--- config.mk ---
export PLATFORM = sky130hd
export DESIGN_NAME = apb_pad_cfg_regs_flat
export DESIGN_NICKNAME = d
export VERILOG_FILES = /design/src/rtl/apb_pad_cfg_regs_if.sv /design/src/rtl/apb_pad_cfg_regs.sv /design/src/flat_wrapper.sv
export SDC_FILE = /design/constraint.sdc
export NUM_CORES = 1
export LEC_CHECK = 0
export BUFFER_PORTS_ARGS = -buffer_cell sky130_fd_sc_hd__buf_2
export CAP_MARGIN = 25
export CORE_MARGIN = 1.5
export CORE_UTILIZATION = 52
export CTS_CLUSTER_DIAMETER = 40
export DETAILED_ROUTE_END_ITERATION = 10
export PLACE_DENSITY = 0.74
export SYNTH_ARGS = -nofsm -noshare
export SYNTH_HDL_FRONTEND = slang
export SYNTH_SLANG_ARGS = --single-unit
--- constraint.sdc ---
create_clock -name clk_i -period 3.2 [get_ports clk_i]
set_input_delay 0.16 -clock clk_i [delete_from_list [all_inputs] [get_ports clk_i]]
set_output_delay 0.16 -clock clk_i [all_outputs]
set_load 0.005 [all_outputs]
--- src/rtl/apb_pad_cfg_regs_if.sv ---
// APB bus bundle for the pad configuration register file.
// The register block connects to the slave modport.
interface apb_pad_cfg_regs_if #(
    parameter int APB_ADDR_WIDTH = 12
);
    logic [APB_ADDR_WIDTH-1:0] PADDR;
    logic [31:0]               PWDATA;
    logic                      PWRITE;
    logic                      PSEL;
    logic                      PENABLE;
    logic [31:0]               PRDATA;
    logic                      PREADY;
    logic                      PSLVERR;

    modport master (
        output PADDR, PWDATA, PWRITE, PSEL, PENABLE,
        input  PRDATA, PREADY, PSLVERR
    );

    modport slave (
        input  PADDR, PWDATA, PWRITE, PSEL, PENABLE,
        output PRDATA, PREADY, PSLVERR
    );
endinterface

--- src/rtl/apb_pad_cfg_regs.sv ---
// APB register file holding 64 six-bit pad configuration fields, a sticky lock
// and synchronized pad input read-back. Every transfer takes one wait state.
module apb_pad_cfg_regs #(
    parameter int APB_ADDR_WIDTH = 12,
    parameter int N_PADS         = 64
) (
    input  logic                   clk_i,
    input  logic                   rst_ni,
    apb_pad_cfg_regs_if.slave      apb,
    input  logic [N_PADS-1:0]      pad_in_i,
    output logic [N_PADS-1:0][5:0] pad_cfg_o,
    output logic                   cfg_locked_o,
    output logic                   cfg_update_o
);

    if (N_PADS != 64) begin : g_bad_n_pads
        $error("apb_pad_cfg_regs: N_PADS must be 64");
    end
    if ($bits(apb.PADDR) != APB_ADDR_WIDTH) begin : g_bad_addr_w
        $error("apb_pad_cfg_regs: interface address width mismatch");
    end

    typedef enum logic {IDLE, RESP} state_t;

    state_t                 state;
    logic [N_PADS-1:0][5:0] cfg_q;
    logic                   lock_q;
    logic [N_PADS-1:0]      pad_sync_p0;
    logic [N_PADS-1:0]      pad_sync_p1;

    logic [5:0]  off;
    logic        is_cfg;
    logic        is_padin;
    logic        is_lock;
    logic        acc_err;
    logic        wr_cfg;
    logic        wr_lock;
    logic [31:0] rd_mux;

    // Only the word offset matters; byte lanes and upper address bits are don't-care.
    logic unused_bits;
    assign unused_bits = ^{apb.PADDR[1:0], apb.PADDR[APB_ADDR_WIDTH-1:8],
                           apb.PWDATA[31:30], apb.PWDATA[23:22],
                           apb.PWDATA[15:14], apb.PWDATA[7:6]};

    assign off      = apb.PADDR[7:2];
    assign is_cfg   = (off[5:4] == 2'b00);
    assign is_padin = (off == 6'h10) || (off == 6'h11);
    assign is_lock  = (off == 6'h12);
    assign acc_err  = !(is_cfg || is_padin || is_lock)
                    || (apb.PWRITE && is_padin)
                    || (apb.PWRITE && is_cfg && lock_q);
    assign wr_cfg   = apb.PWRITE && is_cfg && !lock_q;
    assign wr_lock  = apb.PWRITE && is_lock && apb.PWDATA[0];

    always_comb begin
        rd_mux = '0;
        if (is_cfg) begin
            for (int k = 0; k < 4; k++) begin
                rd_mux[8*k +: 6] = cfg_q[{off[3:0], 2'(k)}];
            end
        end else if (off == 6'h10) begin
            rd_mux = pad_sync_p1[31:0];
        end else if (off == 6'h11) begin
            rd_mux = pad_sync_p1[63:32];
        end else if (is_lock) begin
            rd_mux = {31'b0, lock_q};
        end
    end

    // Register writes commit on the edge that leaves IDLE, ahead of PREADY.
    always_ff @(posedge clk_i or negedge rst_ni) begin
        if (!rst_ni) begin
            state        <= IDLE;
            apb.PREADY   <= 1'b0;
            apb.PSLVERR  <= 1'b0;
            apb.PRDATA   <= '0;
            cfg_update_o <= 1'b0;
            lock_q       <= 1'b0;
            cfg_q        <= '0;
        end else begin
            case (state)
                IDLE: begin
                    apb.PREADY   <= 1'b0;
                    apb.PSLVERR  <= 1'b0;
                    cfg_update_o <= 1'b0;
                    if (apb.PSEL && apb.PENABLE) begin
                        state       <= RESP;
                        apb.PREADY  <= 1'b1;
                        apb.PSLVERR <= acc_err;
                        if (apb.PWRITE) begin
                            if (wr_cfg) begin
                                for (int k = 0; k < 4; k++) begin
                                    cfg_q[{off[3:0], 2'(k)}] <= apb.PWDATA[8*k +: 6];
                                end
                                cfg_update_o <= 1'b1;
                            end
                            if (wr_lock) begin
                                lock_q <= 1'b1;
                            end
                        end else begin
                            apb.PRDATA <= rd_mux;
                        end
                    end
                end
                default: begin
                    state        <= IDLE;
                    apb.PREADY   <= 1'b0;
                    apb.PSLVERR  <= 1'b0;
                    cfg_update_o <= 1'b0;
                end
            endcase
        end
    end

    // Output copy of the configuration and the two-flop pad synchronizer.
    always_ff @(posedge clk_i or negedge rst_ni) begin
        if (!rst_ni) begin
            pad_cfg_o   <= '0;
            pad_sync_p0 <= '0;
            pad_sync_p1 <= '0;
        end else begin
            pad_cfg_o   <= cfg_q;
            pad_sync_p0 <= pad_in_i;
            pad_sync_p1 <= pad_sync_p0;
        end
    end

    assign cfg_locked_o = lock_q;

endmodule

--- src/flat_wrapper.sv ---
// flat-port wrapper written by rule: the top's interface ports become plain ports
module apb_pad_cfg_regs_flat 
#(
    parameter int APB_ADDR_WIDTH = 12,
    parameter int N_PADS         = 64
)
  (clk_i, rst_ni, pad_in_i, pad_cfg_o, cfg_locked_o, cfg_update_o, apb_PADDR, apb_PWDATA, apb_PWRITE, apb_PSEL, apb_PENABLE, apb_PRDATA, apb_PREADY, apb_PSLVERR);
  apb_pad_cfg_regs_if #(.APB_ADDR_WIDTH(APB_ADDR_WIDTH)) apb_i ();
  input  logic clk_i;
  input  logic rst_ni;
  input  logic [N_PADS-1:0] pad_in_i;
  output logic [N_PADS-1:0][5:0] pad_cfg_o;
  output logic cfg_locked_o;
  output logic cfg_update_o;
  input wire logic [$bits(apb_i.PADDR)-1:0] apb_PADDR;
  input wire logic [$bits(apb_i.PWDATA)-1:0] apb_PWDATA;
  input wire logic [$bits(apb_i.PWRITE)-1:0] apb_PWRITE;
  input wire logic [$bits(apb_i.PSEL)-1:0] apb_PSEL;
  input wire logic [$bits(apb_i.PENABLE)-1:0] apb_PENABLE;
  output wire logic [$bits(apb_i.PRDATA)-1:0] apb_PRDATA;
  output wire logic [$bits(apb_i.PREADY)-1:0] apb_PREADY;
  output wire logic [$bits(apb_i.PSLVERR)-1:0] apb_PSLVERR;
  assign apb_i.PADDR = apb_PADDR;
  assign apb_i.PWDATA = apb_PWDATA;
  assign apb_i.PWRITE = apb_PWRITE;
  assign apb_i.PSEL = apb_PSEL;
  assign apb_i.PENABLE = apb_PENABLE;
  assign apb_PRDATA = apb_i.PRDATA;
  assign apb_PREADY = apb_i.PREADY;
  assign apb_PSLVERR = apb_i.PSLVERR;
  apb_pad_cfg_regs #(.APB_ADDR_WIDTH(APB_ADDR_WIDTH), .N_PADS(N_PADS)) u_core (.clk_i(clk_i), .rst_ni(rst_ni), .apb(apb_i), .pad_in_i(pad_in_i), .pad_cfg_o(pad_cfg_o), .cfg_locked_o(cfg_locked_o), .cfg_update_o(cfg_update_o));
endmodule
# --- Word-level counts from Yosys, hierarchy flattened ---
# Cells that the tools add are included.
totals:
  input_bits: 113
  word_cells: 209
  out_inout_bits: 420
  ff_bits: 932
op_classes:
  n_reduce_logical: 22
  order_cmp: 8
  bitwise: 2
  muxes: 39
  eq_ne: 3
ops:
  columns: ["op", "count"]
  rows:
  - ["384-bit bitwise mux", 4]
  - ["6-bit binary-select mux with 4-bit select", 4]
  - ["6-bit demux with 4-bit select", 4]
  - ["6-bit two-way mux", 12]
  - ["32-bit two-way mux", 2]
  - ["6-bit by 7-bit less-than comparator with 1-bit output, second input constant", 4]
  - ["6-bit by 1-bit greater-or-equal comparator with 1-bit output, second input constant", 4]
  - ["6-bit by 5-bit equality test with 1-bit output, second input constant", 3]
  - ["1-bit logical AND", 11]
  - ["1-bit two-way mux", 9]
  - ["2-bit two-way mux", 4]
  - ["4-bit AND reduction", 2]
  - ["1-bit logical OR", 5]
  - ["3-bit AND reduction", 1]
  - ["1-bit logical NOT", 2]
  - ["2-bit logical NOT", 1]
  - ["1-bit inverter", 2]

# --- Longest topological paths before layout ---
# Gate-level depths: netlist (run 1).
depth:
  ltp_word: 9
  ltp_mapped: 9
  ltp_nobuf: 5

# --- Worst setup path before layout (run 1) ---
# OpenSTA, ideal clock, no wires.
synth_timing:
  path_kind: "register to register"
  from: "reg u_core.apb.PREADY (netlist name)"
  to: "reg u_core.cfg_q[312] in the netlist's numbering"
  setup_ps: 125
  path_stages_with_launch: 7
  n_path_buf: 1
  synth_period_minus_slack_ps: 1939
  path_slack_ps: 1261
  required_time_ps: 3075
  t_arrival_ps: 1814
  path_cell_list: "dfrtp_1 nand3b_1 nor2_4 nand4_2 nor2_2 buf_4 mux2_2"
synth_lines:
  columns: ["element", "line", "rtl"]
  rows:
  - ["end signal: indexed assignment", "apb_pad_cfg_regs.sv:94", "cfg_q[{off[3:0], 2'(k)}] <= apb.PWDATA[8*k +: 6];"]
  - ["end: declaration", "apb_pad_cfg_regs.sv:26", "logic [N_PADS-1:0][5:0] cfg_q;"]

==> results of run 1 <==
[layout by cell type (no fill, tap or decap), drive strengths merged, types with 14 or more instances in the layout]
cell and instances:
dfrtp 932, buf 591, mux2 392, clkbuf 136, dlygate4sd3 89, mux2i 72, mux4 59, nor2 46
nand2 32, a221oi 31, clkinv 25, a211oi 17, inv 17, o31ai 16, clkinvlp 15, a22o 14
o221ai 14, o21ai 14
[worst reg2reg max path: stages (launching register included)]
cell and delay, ns:
dfrtp_1 0.37, nand3b_1 0.42, nor2_4 0.28, and2_1 0.14
buf_4 0.25, nand3_4 0.55, mux2_2 0.51
[per-layer routing]
layer,vias up,GRT usage (%),wire length [µm],part of all wire [%]
met3,173,7.364,6544,7.1
met1,10270,38.87,37190,40
met2,786,47.49,45350,49
met5,-,0,12,0.013
met4,2,12.71,3603,3.9
li1,7938,-,-,-
[path summary, 6_finish.rpt]
path / slack [ns] / startpoint / endpoint
min: 0.04 / apb_PWDATA[11] / u_core.cfg_q[129]
min in group asynchronous: 0.15 / rst_ni / u_core.pad_cfg_o[11]
max reg2reg: 0.56 / u_core.apb.PREADY / u_core.cfg_q[220]
max in group asynchronous: 1.92 / rst_ni / u_core.pad_sync_p0[60]
max: 0.56 / u_core.apb.PREADY / u_core.cfg_q[220]
min reg2reg: 0.34 / u_core.pad_sync_p0[2] / u_core.pad_sync_p1[2]
[metrics by stage]
stage	hold WS (ns)	utilization, %
after global placement	0.2676	58.58
after global routing	0.03812	66.31
after CTS	0.01521	66.31
after detailed placement	0.2693	58.58
final	0.04465	66.31
after floorplan	-0.1356	-
[kinds of logic after synthesis]
| group | synth area share, % |
|---|---|
| and+or+nand+nor | 2.110 |
| AOI/OAI and AO/OA | 3.457 |
| DFF | 72.15 |
| buffers and inverters | 2.288 |
| muxes | 20.00 |
[final cells by class]
cell class	instances	share of cell area, %
inverters	2	0.01838
well taps	837	2.564
flip-flops and latches	932	57.10
multi-input cells	779	20.37
repair buffers	680	10.48
clock inverters	67	2.043
diodes	1	0.006127
clock buffers	136	7.422
[sequential cells by signal (all words and copies together) (netlist names)]
signal,flops
u_core.apb.PSLVERR,1
u_core.pad_sync_p0,64
u_core.apb.PRDATA,32
u_core.cfg_locked_o,1
u_core.pad_sync_p1,64
u_core.pad_cfg_o,384
u_core.cfg_q,384
u_core.apb.PREADY,1
u_core.cfg_update_o,1
[power by group]
group	internal, mW	switching, mW
registers	12.3	0.328
logic	0.693	0.896
clock network	7.80	5.15
==> metrics.md, run 1 <==
| Metric | Value |
|---|---|
| Status | finished, final reports clean |
| Clock latency on the worst-skew pair | 0.67 ns |
| Initial DRC Count | 1,509 |
| Cell area after layout | 40,850 µm² |
| CP Launch Type | register |
| Fill cell count | 4,081 |
| Count leader, synth | dfrtp_1 |
| Area growth from synthesis to layout | 26.36% |
| GRT Total Usage | 29.65% |
| DP HPWL | 59,540 µm |
| Share of post-route cells with drive strength above 1 | 48.57% |
| Routed Antenna Nets | 0 |
| Clock skew | 0.02438 ns |
| Pwr Total | 27.20 mW |
| Static Leak | 21.35 nW |
| Pre-CTS WS | 0.5581 ns |
| Setup_tns | 0 ns |
| TritonCTS Buffers | 108 |
| Number of placement rows | 91 |
| Final wirelength | 92,700 µm |
| Crit-path cells | nand3b_1 -> nor2_4 -> and2_1 -> buf_4 -> nand3_4 -> mux2_2 |
| Setup violators final | 0 |
| Multi-input gate area | 8320 µm² |
| Worst Reg-to-Reg Cells | 6 |
| Storage cell area | 23,320 µm² |
| Min-Delay Path Class | in -> reg |
| CTS sink count | 932 |
| Ports | 533 |
| CP Data Arrival Time | 3.17 ns |
| Total number of vias | 19,170 |
| RSZ-0062 raised after global routing | false |
| Global route total overflow | 0 |
| Initial Utilization | 52.48% |
| DR DRC count | 0 |
| Synth unique cells | 44 |
| Critical Path Stages | 6 |
| Synth top cells by count | dfrtp_1 (932), mux2_2 (381), mux2i_1 (72) |
| Vias/cell | 5.583 |
| Placed cell count | 3,141 |
| Area leader, netlist | dfrtp_1 |
| Cts hold-fix bufs | 89 |
| Fin. Hold Viols | 0 |
| Post-synth EDFFs | 0 |
| Critical Path Fanout Max | 24 |
| Critical Path RT | 3.74 ns |
| Cells after synthesis | 1,830 |
| Final std cells w/o fill | 3,434 |
| Htree depth | 3 |
| Synth top area share | 72.15% |
| CP delay by family, top | simple AND/OR/NAND/NOR gates |
| Area contributors post-synth | dfrtp_1 (72%), mux2_2 (13%), mux4_2 (4.1%) |
| FF+latch count, synth | 932 |
| Hold Path Depth | 2 |
| Least-Margin Pin Slew | 1.022 ns |
| Final WS setup | 0.5646 ns |
| Placed cell area | 36,090 µm² |
| Max Slew Vio Count | 0 |
| Die ar. | 63,670 µm² |
| Vias in the first global route | 20,660 |
| Mapped cell area | 32,320 µm² |
| Clock tree buffer depth | 3 |
| Max-Cap Viols | 0 |
| Fin crit period | 2.635 ns |
| Initial antenna violation count | 2 |
| Warnings from Yosys | 0 |
| Slowest-stage cell, CP | nand3_4 |
| Crit. End Element | register |
| I/O Buffers | 518 |
| CP Class | reg -> reg |
| Worst ir drop on vdd | 0.5574 mV |
| Clock transition at path regs | 0.07 ns |
| Final #Nets | 2,616 |
| CTS tree | built |
| Register area share after synthesis | 72.15% |
| Max incr delay on CP | 0.55 ns |
| Post-CTS resize count | 0 |
| Core ar. | 61,600 µm² |
| First-pass GRT wire length | 135,500 µm |
| Post-CTS setup buffers | 0 |
| Die Height | 252.3 µm |
| Wirelength per Cell | 26.99 µm |
| Async set-reset flop share out of synthesis | 100.0% |
| Slew HR | 31.84% |
| Largest net degree at the start of global routing | 86 |
| Post-synth top flop | dfrtp_1 |
| Die width | 252.3 µm |
| Drt first pass iters | 7 |
| Post-Syn Nets | 1,943 |
| Worst Path Buf+Inv | 1 |
| GP Congestion | 0.8333 |
| F_max | 379.5 MHz |
| Clock root buffer | clkbuf_16 |
| Power density over cell area | 665.8 nW/µm² |
| Mapped Avg Cell Area | 17.66 µm² |
| Part of the cycle the worst path needs | 82.35% |
(Power assumes the default switching activity.)
==> inputs of run 2 (changes only) <==
--- a/config.mk
+++ b/config.mk
@@ -5,6 +5,7 @@
 export SDC_FILE = /design/constraint.sdc
 export NUM_CORES = 1
 export LEC_CHECK = 0
+export ABC_AREA = 1
 export BUFFER_PORTS_ARGS = -buffer_cell sky130_fd_sc_hd__buf_2
 export CAP_MARGIN = 25
 export CORE_MARGIN = 1.5
==> constraint.sdc (replaced) <==
create_clock -name clk_i -period 2.72 [get_ports clk_i]
set_input_delay 0.136 -clock clk_i [delete_from_list [all_inputs] [get_ports clk_i]]
set_output_delay 0.136 -clock clk_i [all_outputs]
set_load 0.005 [all_outputs]
==> metrics.md, run 2 <==
| Metric | Value |
|---|---|
| Status | finished, final reports clean |
| Number of placement rows | 91 |
| F_max | 404.9 MHz |
| Power density over cell area | 748.6 nW/µm² |
| First-pass GRT wire length | 148,700 µm |
| DP HPWL | 64,170 µm |
| Count leader, synth | nand2_1 |
| Ports | 533 |
| Mapped Avg Cell Area | 10.53 µm² |
| CTS tree | built |
| FF+latch count, synth | 932 |
| CTS sink count | 932 |
| CP Launch Type | primary input |
| Vias/cell | 5.447 |
| Most common cell on crit path | dlygate4sd3_1 |
| Slew HR | 32.51% |
| GP Congestion | 0.8847 |
| Pre-CTS WS | 0.5183 ns |
| Clock transition at path regs | 0.06 ns |
| Multi-input gate area | 8005 µm² |
| Initial antenna violation count | 2 |
| Global route total overflow | 0 |
| Final WS setup | 0.2505 ns |
| Commonest non-fill, non-tap cell in the layout | nand2_1 |
| Part of the cycle the worst path needs | 90.79% |
| Area leader, netlist | dfrtp_1 |
| Fin crit period | 2.470 ns |
| CP delay by family, top | buffers and inverters |
| Post-Syn Nets | 3,179 |
| Clock tree buffer depth | 3 |
| DR DRC count | 0 |
| Routed Antenna Nets | 0 |
| Clock root buffer | clkbuf_16 |
| Max Slew Vio Count | 0 |
| Slowest-stage cell, CP | dlygate4sd3_1 |
| Clock latency on the worst-skew pair | 0.67 ns |
| Area growth from synthesis to layout | 25.45% |
| Core ar. | 61,480 µm² |
| Vias in the first global route | 24,220 |
| Critical Path Fanout Max | 5 |
| Least-Margin Pin Slew | 1.011 ns |
| TritonCTS Buffers | 114 |
| Warnings from Yosys | 0 |
| Share of post-route cells with drive strength above 1 | 21.72% |
| Fin. Hold Viols | 0 |
| I/O Buffers | 518 |
| Synth top area share | 72.23% |
| Max incr delay on CP | 0.60 ns |
| Setup violators final | 0 |
| Post-synth EDFFs | 0 |
| Die ar. | 63,600 µm² |
| Async set-reset flop share out of synthesis | 100.0% |
| Mapped cell area | 32,290 µm² |
| Static Leak | 21.89 nW |
| Die width | 252.2 µm |
| Total number of vias | 24,750 |
| Cells after synthesis | 3,066 |
| Htree depth | 3 |
| Cell area after layout | 40,510 µm² |
| Synth top cells by count | nand2_1 (1,297), dfrtp_1 (932), o21ai_0 (383) |
| Area contributors post-synth | dfrtp_1 (72%), nand2_1 (15%), o21ai_0 (5.9%) |
| Final wirelength | 99,560 µm |
| Max-Cap Viols | 0 |
| RSZ-0062 raised after global routing | false |
| Worst Path Buf+Inv | 5 |
| Register area share after synthesis | 72.23% |
| Biggest registers after layout | u_core.cfg_q: 384 flops, u_core.pad_cfg_o: 384 flops |
| Largest net degree at the start of global routing | 106 |
| Initial Utilization | 52.52% |
| Setup_tns | 0 ns |
| Die Height | 252.2 µm |
| CP Class | in -> reg |
| Worst ir drop on vdd | 0.5797 mV |
| Clock skew | 0.02903 ns |
| Placed cell area | 35,800 µm² |
| Drt first pass iters | 6 |
| CP Data Arrival Time | 3.07 ns |
| Final #Nets | 3,767 |
| Initial DRC Count | 2,405 |
| Synth unique cells | 21 |
| Post-CTS resize count | 0 |
| GRT Total Usage | 31.55% |
| Most frequent cells in the layout | nand2_1 (1,289), dfrtp_1 (932), buf_2 (515), o21ai_0 (383), nand3_1 (140) |
| Min-Delay Path Class | in -> reg |
| Fill cell count | 4,502 |
| Wirelength per Cell | 21.91 µm |
| Crit-path cells | dlygate4sd3_1 -> buf_2 -> nand2_1 -> dlygate4sd3_1 -> nor2_4 -> nand3_1 -> dlygate4sd3_1 -> o31ai_1 -> dlygate4sd3_1 |
| Storage cell area | 23,320 µm² |
| Critical Path RT | 3.32 ns |
| Crit. End Element | register |
| Post-synth top flop | dfrtp_1 |
run 2: cell types whose count changed in the layout (fill, tap and decap cells not counted), sizes merged, moves of 50 or more:
cell   change
nand2   +1265
o21ai    +403
mux2     -392
nand3    +130
mux2i     -72
mux4      -59
inv       +50
run 2: logic make-up after synthesis:
kind of cell	synth area share [%]
DFF	72.23
buffers and inverters	3.123
and+or+nand+nor	17.61
AOI/OAI and AO/OA	7.040
run 2: timing repair:
| item | in CTS | in global routing |
|---|---|---|
| hold buffers | 75 | 0 |
| hold endpoints to repair | 283 | 0 |
| buffers inserted | 0 | 0 |
| setup endpoints to repair | 0 | 0 |
run 2: final timing paths:
check	from	endpoint	slack, ns	cells after the start
max	apb_PENABLE	u_core.cfg_locked_o	0.25	9
max reg2reg	u_core.apb.PREADY	u_core.cfg_locked_o	0.54	5
max in group asynchronous	rst_ni	u_core.cfg_q[261]	1.60	3
min	apb_PWDATA[18]	u_core.cfg_q[326]	0.03	3
min in group asynchronous	rst_ni	u_core.pad_cfg_o[32]	0.04	2
min reg2reg	u_core.pad_sync_p0[26]	u_core.pad_sync_p1[26]	0.35	0
run 2: stage by stage:
stage | std cells | power (mW) | utilization (%) | hold WS, ns
after detailed placement | 4253 | 15.17 | 58.23 | 0.1771
final | 4544 | 30.33 | 65.89 | 0.02751
after global routing | 4543 | 31.18 | 65.88 | 0.05899
after global placement | 4253 | 15.16 | 58.23 | 0.1786
after floorplan | 3066 | 14.54 | - | -0.1596
after CTS | 4542 | 30.42 | 65.88 | 0.01982
run 2: cell type report:
cell class,instances,area share [%]
inverters,47,0.4540
clock inverters,73,1.955
diodes,2,0.01235
repair buffers,662,10.01
well taps,790,2.440
flip-flops and latches,932,57.57
multi-input cells,1897,19.76
clock buffers,141,7.796
run 2: report_power, final:
group	internal (mW)	switching (mW)	leakage [nW]	total, mW
clock network	9.09	6.22	1.91	15.3
logic	0.244	0.733	7.26	0.977
registers	14.0	0.0466	12.7	14.0
total	23.3	7.00	21.9	30.3
run 2: layer usage:
metal / track usage, % / share of wire (%) / vias to the layer above
met4: 17.98 / 5.9 / 0
met5: 0 / 0 / -
met2: 51.82 / 50 / 1221
met3: 4.974 / 7.1 / 277
met1: 40.20 / 37 / 12290
li1: - / - / 10960
run 2: tightest hold or removal path, delay by kind of cell:
kind	cells	cell delay [ns]
buffers and inverters	2	0.29
AOI/OAI and AO/OA	1	0.20
